**config.mk**
```make
export PLATFORM = sky130hd
export DESIGN_NAME = keypad_scan
export DESIGN_NICKNAME = d
export VERILOG_FILES = /design/src/rtl/keypad_pkg.sv /design/src/rtl/keypad_sync.sv /design/src/rtl/keypad_scan.sv
export SDC_FILE = /design/constraint.sdc
export NUM_CORES = 1
export LEC_CHECK = 0
export CORE_UTILIZATION = 65
export CTS_BUF_LIST = sky130_fd_sc_hd__clkbuf_4 sky130_fd_sc_hd__clkbuf_8
export DETAILED_ROUTE_END_ITERATION = 8
export PLACE_DENSITY = 0.89
export SETUP_SLACK_MARGIN = 0.1
export SYNTH_ARGS = -nofsm -noshare
export SYNTH_HDL_FRONTEND = slang
export SYNTH_SLANG_ARGS = --single-unit
```
**constraint.sdc**
```tcl
create_clock -name clk -period 14.2 [get_ports clk]
set_input_delay 2.84 -clock clk [delete_from_list [all_inputs] [get_ports clk]]
set_output_delay 2.84 -clock clk [all_outputs]
set_load 0.005 [all_outputs]
```
**src/rtl/keypad_pkg.sv**
```systemverilog
// Shared types and constants for the 4x4 hex keypad scanner.
package keypad_pkg;

    localparam int unsigned NUM_COLS = 4;

    typedef enum logic [1:0] {
        StIdle,
        StDebounce,
        StPressed,
        StRelease
    } key_state_e;

    // Indexed {row, col}: entry 0 is r0/c0, entry 15 is r3/c3.
    localparam logic [15:0][3:0] KEY_MAP = {
        4'hD, 4'hF, 4'h0, 4'hE,
        4'hC, 4'h9, 4'h8, 4'h7,
        4'hB, 4'h6, 4'h5, 4'h4,
        4'hA, 4'h3, 4'h2, 4'h1
    };

endpackage

```
**src/rtl/keypad_sync.sv**
```systemverilog
// Two-flop synchronizer for the active-low keypad row returns; idles high (no key).
module keypad_sync (
    input  logic       clk,
    input  logic       rst_n,
    input  logic [3:0] d_i,
    output logic [3:0] q_o
);

    logic [3:0] meta_q;
    logic [3:0] sync_q;

    always_ff @(posedge clk or negedge rst_n) begin
        if (!rst_n) begin
            meta_q <= 4'b1111;
            sync_q <= 4'b1111;
        end else begin
            meta_q <= d_i;
            sync_q <= meta_q;
        end
    end

    assign q_o = sync_q;

endmodule

```
**src/rtl/keypad_scan.sv**
```systemverilog
// Self-timed 4x4 keypad scanner with per-scan debounce and one-cycle key strobe.
// Optional auto-repeat of the strobe while a key is held: define KEYPAD_REPEAT_EN.
module keypad_scan
    import keypad_pkg::*;
#(
    parameter int unsigned SCAN_DIV       = 10000,
    parameter int unsigned DEBOUNCE_SCANS = 4,
    parameter int unsigned REPEAT_SCANS   = 250
) (
    input  logic       clk,
    input  logic       rst_n,
    input  logic       ena,
    input  logic [3:0] row_in,
    output logic [3:0] col_out,
    output logic [3:0] key_code,
    output logic       key_valid,
    output logic       key_held,
    output logic       multi_key
);

    localparam int unsigned DivW = $clog2(SCAN_DIV);
    localparam logic [3:0]  DebN = 4'(DEBOUNCE_SCANS);

    logic [DivW-1:0] div_q, div_d;
    logic [1:0]      col_q, col_d;
    logic [15:0]     snap_q, snap_d;
    key_state_e      state_q, state_d;
    logic [3:0]      cnt_q, cnt_d;
    logic [3:0]      cand_q, cand_d;
    logic [3:0]      code_q, code_d;
    logic            valid_q, valid_d;
    logic            held_q, held_d;
    logic            multi_q, multi_d;

    logic [3:0]  row_sync;
    logic [15:0] cur_bits, scan_bits;
    logic [4:0]  hits;
    logic [3:0]  hit_idx;
    logic [3:0]  scan_code;
    logic        last_div, scan_end, is_none, is_single, is_multi;

`ifdef KEYPAD_REPEAT_EN
    localparam int unsigned RepW = $clog2(REPEAT_SCANS + 1);
    logic [RepW-1:0] rep_q, rep_d;
`else
    logic unused_repeat;
    assign unused_repeat = (REPEAT_SCANS == 0);
`endif

    keypad_sync u_sync (
        .clk   (clk),
        .rst_n (rst_n),
        .d_i   (row_in),
        .q_o   (row_sync)
    );

    assign last_div = (div_q == DivW'(SCAN_DIV - 1));
    assign scan_end = ena && last_div && (col_q == 2'd3);

    // Snapshot at scan end includes the column being sampled on that same edge.
    always_comb begin
        cur_bits = '0;
        for (int r = 0; r < 4; r++) begin
            for (int c = 0; c < NUM_COLS; c++) begin
                cur_bits[r*NUM_COLS+c] = (col_q == 2'(c)) && !row_sync[r];
            end
        end
        scan_bits = snap_q | cur_bits;
        hits      = '0;
        hit_idx   = '0;
        for (int i = 0; i < 16; i++) begin
            if (scan_bits[i]) begin
                hits    = hits + 5'd1;
                hit_idx = 4'(i);
            end
        end
        is_none   = (hits == 5'd0);
        is_single = (hits == 5'd1);
        is_multi  = (hits > 5'd1);
        scan_code = KEY_MAP[hit_idx];
    end

    always_comb begin
        div_d   = div_q;
        col_d   = col_q;
        snap_d  = snap_q;
        state_d = state_q;
        cnt_d   = cnt_q;
        cand_d  = cand_q;
        code_d  = code_q;
        valid_d = 1'b0;
        multi_d = multi_q;
`ifdef KEYPAD_REPEAT_EN
        rep_d   = rep_q;
`endif
        if (!ena) begin
            div_d   = '0;
            col_d   = '0;
            snap_d  = '0;
            state_d = StIdle;
            cnt_d   = '0;
            cand_d  = '0;
            multi_d = 1'b0;
`ifdef KEYPAD_REPEAT_EN
            rep_d   = '0;
`endif
        end else begin
            if (last_div) begin
                div_d  = '0;
                col_d  = col_q + 2'd1;
                snap_d = scan_end ? 16'h0000 : scan_bits;
            end else begin
                div_d = div_q + DivW'(1);
            end
            if (scan_end) begin
                multi_d = is_multi;
                unique case (state_q)
                    StIdle: begin
                        if (is_single) begin
                            cand_d = scan_code;
                            cnt_d  = 4'd1;
                            if (DebN == 4'd1) begin
                                code_d  = scan_code;
                                valid_d = 1'b1;
                                state_d = StPressed;
`ifdef KEYPAD_REPEAT_EN
                                rep_d   = '0;
`endif
                            end else begin
                                state_d = StDebounce;
                            end
                        end
                    end
                    StDebounce: begin
                        if (is_single && scan_code == cand_q) begin
                            cnt_d = cnt_q + 4'd1;
                            if (cnt_q + 4'd1 == DebN) begin
                                code_d  = cand_q;
                                valid_d = 1'b1;
                                state_d = StPressed;
`ifdef KEYPAD_REPEAT_EN
                                rep_d   = '0;
`endif
                            end
                        end else begin
                            state_d = StIdle;
                        end
                    end
                    StPressed: begin
                        if (is_none) begin
                            cnt_d   = 4'd1;
                            state_d = (DebN == 4'd1) ? StIdle : StRelease;
                        end
`ifdef KEYPAD_REPEAT_EN
                        else if (rep_q == RepW'(REPEAT_SCANS - 1)) begin
                            valid_d = 1'b1;
                            rep_d   = '0;
                        end else begin
                            rep_d = rep_q + RepW'(1);
                        end
`endif
                    end
                    StRelease: begin
                        if (is_none) begin
                            cnt_d = cnt_q + 4'd1;
                            if (cnt_q + 4'd1 == DebN) begin
                                state_d = StIdle;
                            end
                        end else begin
                            state_d = StPressed;
`ifdef KEYPAD_REPEAT_EN
                            rep_d   = '0;
`endif
                        end
                    end
                    default: state_d = StIdle;
                endcase
            end
        end
        held_d = ena && (state_d == StPressed || state_d == StRelease);
    end

    always_ff @(posedge clk or negedge rst_n) begin
        if (!rst_n) begin
            div_q   <= '0;
            col_q   <= '0;
            snap_q  <= '0;
            state_q <= StIdle;
            cnt_q   <= '0;
            cand_q  <= '0;
            code_q  <= '0;
            valid_q <= 1'b0;
            held_q  <= 1'b0;
            multi_q <= 1'b0;
`ifdef KEYPAD_REPEAT_EN
            rep_q   <= '0;
`endif
        end else begin
            div_q   <= div_d;
            col_q   <= col_d;
            snap_q  <= snap_d;
            state_q <= state_d;
            cnt_q   <= cnt_d;
            cand_q  <= cand_d;
            code_q  <= code_d;
            valid_q <= valid_d;
            held_q  <= held_d;
            multi_q <= multi_d;
`ifdef KEYPAD_REPEAT_EN
            rep_q   <= rep_d;
`endif
        end
    end

    // Outputs drop immediately with ena; key_code is deliberately retained.
    assign col_out   = ena ? ~(4'b0001 << col_q) : 4'b1111;
    assign key_code  = code_q;
    assign key_valid = valid_q && ena;
    assign key_held  = held_q && ena;
    assign multi_key = multi_q && ena;

endmodule
```
==> impl_metrics.py, run 1 <==
metrics = {
    "yosys": {
        "ys_top_cells_by_count": "69 x nand2_1, 68 x nor2_1, 49 x dfrtp_1",
        "synthFlopType": "dfrtp_1",
        "synth_seq_area_share_pct": 26.4,
        "synth_edf_count": 0,
        "synthArstFlopShare_pct": 100,
        "yosysMostFrequentCell": "nand2_1",
        "synthTopCellsByArea": "dfrtp_1 23%, ha_1 6.4%, xnor2_1 6.3%, nand2_1 4.8%, nor2_1 4.7%",
        "avgSynthCellArea_sq_um": 8.41,
        "syn_area_sq_um": 5440,
        "yosysTopAreaCell": "dfrtp_1",
        "synth_cell_types": 88,
        "ys_ff_latch": 57,
        "netlist_instances": 647,
        "syn-num-nets": 682,
        "ys_warn_count": 0,
        "synth_top_area_share_pct": 22.5,
    },
    "floorplanning": {
        "coreArea_sq_um": 7930,
        "std_cell_rows": 32,
        "die_area_sq_um": 8740,
        "fp.dieW_um": 93.5,
        "io-pin-count": 18,
        "initial_core_util_pct": 68.6,
        "die_h_um": 93.5,
    },
    "final_layout": {
        "area_delta_synth_final_pct": 8.10,
        "fin_area_sq_um": 5880,
        "layout-drive-gt1-share_pct": 10.0,
        "n_antenna_cell": 0,
        "final_util_pct": 74.2,
        "fill_cells": 574,
        "instances_no_fill": 759,
        "fin_nets": 687,
    },
    "clocking": {
        "cts_setup_buffers": 0,
        "tritoncts": "built",
        "cts.sinks": 57,
        "ctsHoldBuffers": 0,
        "ctsResizeCount": 0,
        "cts_made_buffers": 9,
        "h-tree-depth": 3,
        "clk_latency_ps": 330,
        "clk_pin_slew_worst_paths_ps": 70,
        "cts_buffer_depth": 2,
        "root_buffer": "clkbuf_8",
    },
    "placement": {
        "placed_cells": 743,
        "place_area_sq_um": 5650,
        "place_congestion": 0.936,
        "numPortBuffers": 17,
        "hpwl_um": 9790,
    },
    "timing": {
        "relSlewSlack_pct": 27.9,
        "slew_violations": 0,
        "finalHoldViolations": 0,
        "period_share_pct": 81.3,
        "setup_viol": 0,
        "worst_pin_slew_ps": 1080,
        "fin_skew_ps": 6.13,
        "rsz0062_at_grt": "false",
        "fmax_mhz": 86.6,
        "fin_crit_ps": 11550,
        "setup_tns_ps": 0,
        "timing.hold.ws_ps": 352,
    },
    "critical_path": {
        "slowest_stage": "or4_1",
        "crit_required_ps": 14410,
        "cp-end-kind": "flop",
        "path_common_cell": "ha_1",
        "crit_family": "compound AO/OA/AOI/OAI gates",
        "worstPathArrival_ps": 11760,
        "crit_path_start_kind": "flop",
        "crit_type": "flop to flop",
        "path_max_fanout": 10,
        "path_buf_inv": 5,
        "cpPeakStageDelay_ps": 680,
    },
    "global_routing": {
        "grt.overflow.total": 0,
        "grt_pass1_wl_um": 22700,
        "grt_max_degree": 58,
        "antenna_found_initial": 0,
        "grt_usage_pct": 32.9,
        "grt_pass1_vias": 4797,
    },
    "routing": {
        "routed_via_density": 6.60,
        "first_pass_iters": 5,
        "post_drt_wl_per_cell_um": 17.7,
        "dr_total_vias": 5006,
        "routed_wl_um": 13400,
        "ant_nets": 0,
        "first_iter_violations": 401,
        "drc": 0,
    },
    "pwr": {
        "vdd_drop_max_mv": 0.0982,
        "p_leak_nw": 2.51,
        "power_density_nw_per_um2": 71.6,
    },
    "run": {
        "cap_viol_max_count": 0,
    },
    "min_path": {
        "hold_path_class": "flop to flop",
    },
    "outcome": {
        "status": "completed",
    },
}
==> area by class of cell <==
cell class / instances / area, sq um / area share [%]
tap: 102 / 128 / 2.17
clock buffer: 12 / 159 / 2.70
inverter: 24 / 93.8 / 1.60
sequential: 57 / 1440 / 24.4
multi-input combinational: 540 / 3800 / 64.6
timing repair buffer: 20 / 188 / 3.19
clock inverter: 4 / 75.1 / 1.28
==> kinds of logic after synthesis <==
family / synth area share [%]
simple gates: 23.0
mux: 4.62
flops: 26.4
fa+ha+maj: 6.63
buf+inv: 3.73
xor+xnor: 14.6
compound gates: 21.1
==> final timing paths <==
kind                                   from            end  slack (ps)  cells after the start
setup / recovery                   col_q[0]    key_code[2]        2650                     51
hold reg to reg            u_sync.meta_q[1]  u_sync.q_o[1]         350                      0
max in group asynchronous             rst_n       div_q[3]       11080                      2
min in group asynchronous             rst_n        multi_q        2640                      2
hold / removal             u_sync.meta_q[1]  u_sync.q_o[1]         350                      0
setup reg to reg                   col_q[0]    key_code[2]        2650                     51
==> registers in the layout, summed over array words and instances, names as in the netlist <==
| name | flops |
|---|---|
| key_code | 4 |
| cand_q | 4 |
| u_sync.q_o | 4 |
| multi_q | 1 |
| cnt_q | 4 |
| snap_q | 16 |
| u_sync.meta_q | 4 |
| held_q | 1 |
| div_q | 14 |
| col_q | 2 |
| state_q | 2 |
| valid_q | 1 |
==> report_power, final <==
group,switching [mW],internal [mW]
clock,0.0640,0.110
sequential,0.00181,0.165
combinational,0.0499,0.0299
total,0.116,0.305
==> per-stage QoR <==
stage	total power [mW]	setup slack (ps)
after global routing	0.437	1850
after global placement	0.244	3530
after detailed placement	0.247	2840
final	0.421	2650
after CTS	0.421	2790
after floorplan	0.228	4070
==> worst register-to-register path, delay by kind of cell, from the launching register on <==
kind            cells  cell delay (ps)
simple gates       12             2090
mux                 6             1270
flops               1              380
compound gates     16             3610
fa+ha+maj           9             3010
buf+inv             5              440
xor+xnor            3              630
==> metal layers <==
layer	vias up	GRT usage, %	part of all wire, %
met3	32	4.47	6.8
li1	2338	-	-
met5	-	0	0
met1	2403	44.7	45
met4	0	11.9	2.1
met2	233	53.6	47
==> cell usage in the layout, fill, tap and decap left out, types with 6 or more instances in the layout <==
cell type and count:
a21oi_1 37, and3_1 12, inv_1 19, xnor2_2 7, ha_1 28, a21o_1 8
nand3_1 25, o211ai_1 6, clkdlybuf4s50_1 16, o21ai_1 6, dfrtp_1 49, mux2i_1 18
a211oi_1 10, and2_1 11, o21ai_0 26, nor2_1 68, xnor2_1 39, o22ai_1 7
dfstp_2 8, xor2_1 20, nor2b_1 8, nor4_1 8, clkbuf_8 11, nor3_1 14
nand2_1 69
Note: power is estimated with default switching activity, not from simulation.
==> run 2, diff against run 1 <==
Settings changed: CORE_UTILIZATION 65 to 58, PLACE_DENSITY 0.89 to 0.84.
Clock period 14.2 ns to 10.5 ns, I/O delays scaled along.
==> impl_metrics.py, run 2 (synthesized netlist as in run 1, its figures left out) <==
metrics = {
    "clocking": {
        "cts_buffer_depth": 2,
        "cts.sinks": 57,
        "h-tree-depth": 3,
        "clk_latency_ps": 350,
        "tritoncts": "built",
        "cts_made_buffers": 9,
        "clk_pin_slew_worst_paths_ps": 80,
        "root_buffer": "clkbuf_8",
    },
    "pwr": {
        "p_leak_nw": 2.69,
        "power_density_nw_per_um2": 91.2,
        "vdd_drop_max_mv": 0.117,
    },
    "final_layout": {
        "area_delta_synth_final_pct": 16.2,
        "fin_area_sq_um": 6320,
        "n_antenna_cell": 0,
        "fin_nets": 723,
        "largest_reg_flops": 16,
        "largest-register": "snap_q",
        "layout-drive-gt1-share_pct": 18.8,
        "mostFrequentLayoutCells": "69 x nand2_1, 66 x nor2_1, 49 x dfrtp_1, 39 x buf_4, 37 x xnor2_1",
        "final_util_pct": 71.1,
        "instances_no_fill": 801,
        "reg_top3": "snap_q (16), div_q (14)",
        "layout_commonest_cell": "nand2_1",
    },
    "min_path": {
        "hold_path_class": "flop to flop",
        "hp-start": "u_sync.meta_q[3]",
        "whs_path_depth": 0,
        "hold-path-endpoint": "u_sync.q_o[3]",
    },
    "critical_path": {
        "timing.rr.end": "key_code[3]",
        "crit_start": "col_q[1]",
        "r2r-start": "col_q[1]",
        "crit_path_start_kind": "flop",
        "crit_required_ps": 10730,
        "path_max_fanout": 7,
        "slowest_stage": "or4_4",
        "cpPeakStageDelay_ps": 630,
        "worstPathArrival_ps": 10450,
        "cp-end-kind": "flop",
        "rrSetupSlack_ps": 280,
        "crit_type": "flop to flop",
        "path_common_cell": "ha_4",
        "reg2regPathDepth": 48,
    },
    "timing": {
        "finalHoldViolations": 0,
        "slew_violations": 0,
        "setup_tns_ps": 0,
        "fmax_mhz": 97.8,
        "worst_pin_slew_ps": 1090,
        "period_share_pct": 97.3,
        "fin_crit_ps": 10220,
        "relSlewSlack_pct": 27.3,
        "fin_skew_ps": 10.8,
        "setup_viol": 0,
    },
    "global_routing": {
        "grt_pass1_vias": 4836,
        "antenna_found_initial": 0,
        "grt_pass1_wl_um": 23100,
        "grt_usage_pct": 29.5,
        "grt.overflow.total": 0,
        "grt_max_degree": 58,
    },
    "routing": {
        "post_drt_wl_per_cell_um": 18.1,
        "first_pass_iters": 5,
        "ant_nets": 0,
        "routed_wl_um": 14500,
        "first_iter_violations": 438,
        "routed_via_density": 6.38,
        "dr_total_vias": 5113,
        "drc": 0,
    },
    "placement": {
        "hpwl_um": 10200,
        "place_area_sq_um": 5730,
        "placed_cells": 759,
        "place_congestion": 0.956,
        "numPortBuffers": 17,
    },
    "floorplanning": {
        "die_h_um": 98.8,
        "std_cell_rows": 34,
        "fp.dieW_um": 98.8,
        "coreArea_sq_um": 8890,
        "io-pin-count": 18,
        "initial_core_util_pct": 61.2,
        "die_area_sq_um": 9770,
    },
    "outcome": {
        "status": "completed",
    },
    "run": {
        "cap_viol_max_count": 0,
    },
}
-- run 2: what timing repair did --
action	CTS	global route
hold buffers	0	0
pin swaps	1	18
buffers inserted	4	22
endpoints found under the setup margin	11	17
resized for setup	3	31
-- run 2: power breakdown --
group | internal, mW | total (mW) | leakage, nW | switching [mW]
sequential | 0.223 | 0.225 | 0.766 | 0.00225
clock | 0.114 | 0.218 | 0.107 | 0.103
combinational | 0.0569 | 0.133 | 1.81 | 0.0764
total | 0.394 | 0.576 | 2.69 | 0.182
-- run 2: how the worst max path moves through the flow --
| stage | cells after the start | slack (ps) | to |
|---|---|---|---|
| final | 48 | 280 | key_code[3] |
| after floorplan | 54 | 370 | key_code[0] |
| after global placement | 51 | 360 | key_code[1] |
| after global routing | 50 | -190 | key_code[3] |
| after CTS | 51 | 140 | key_code[3] |
| after detailed placement | 51 | -270 | key_code[3] |
-- run 2: critical path, delay by kind of cell (launching register included) --
kind | cells | cell delay (ps)
compound gates | 15 | 2700
simple gates | 11 | 2250
fa+ha+maj | 8 | 2120
mux | 5 | 1000
xor+xnor | 4 | 990
buf+inv | 5 | 640
flops | 1 | 400
-- run 2: final cells by class --
class                           count  area (sq um)
Multi-Input combinational cell    540          3990
Tap cell                          108           135
Timing Repair Buffer               56           458
Clock inverter                      7          85.1
Clock buffer                        9           124
Inverter                           24          93.8
Fill cell                         644          2570
Sequential cell                    57          1440
-- run 2: through the flow --
stage               hold slack [ps]  total power [mW]  setup slack [ps]
global placement                346             0.333               362
global route                    361             0.599              -185
floorplan                       345             0.308               367
CTS                             359             0.554               139
detailed placement              349             0.337              -267
finish                          357             0.576               280
-- run 2: layer usage --
metal  vias to the layer above  global-route usage, %  wire [um]
li1                       2407                      -          -
met1                      2486                   39.9       6470
met2                       191                   49.5       7130
met3                        29                   4.40        735
met4                         0                   7.58        189
met5                         -                      0          0
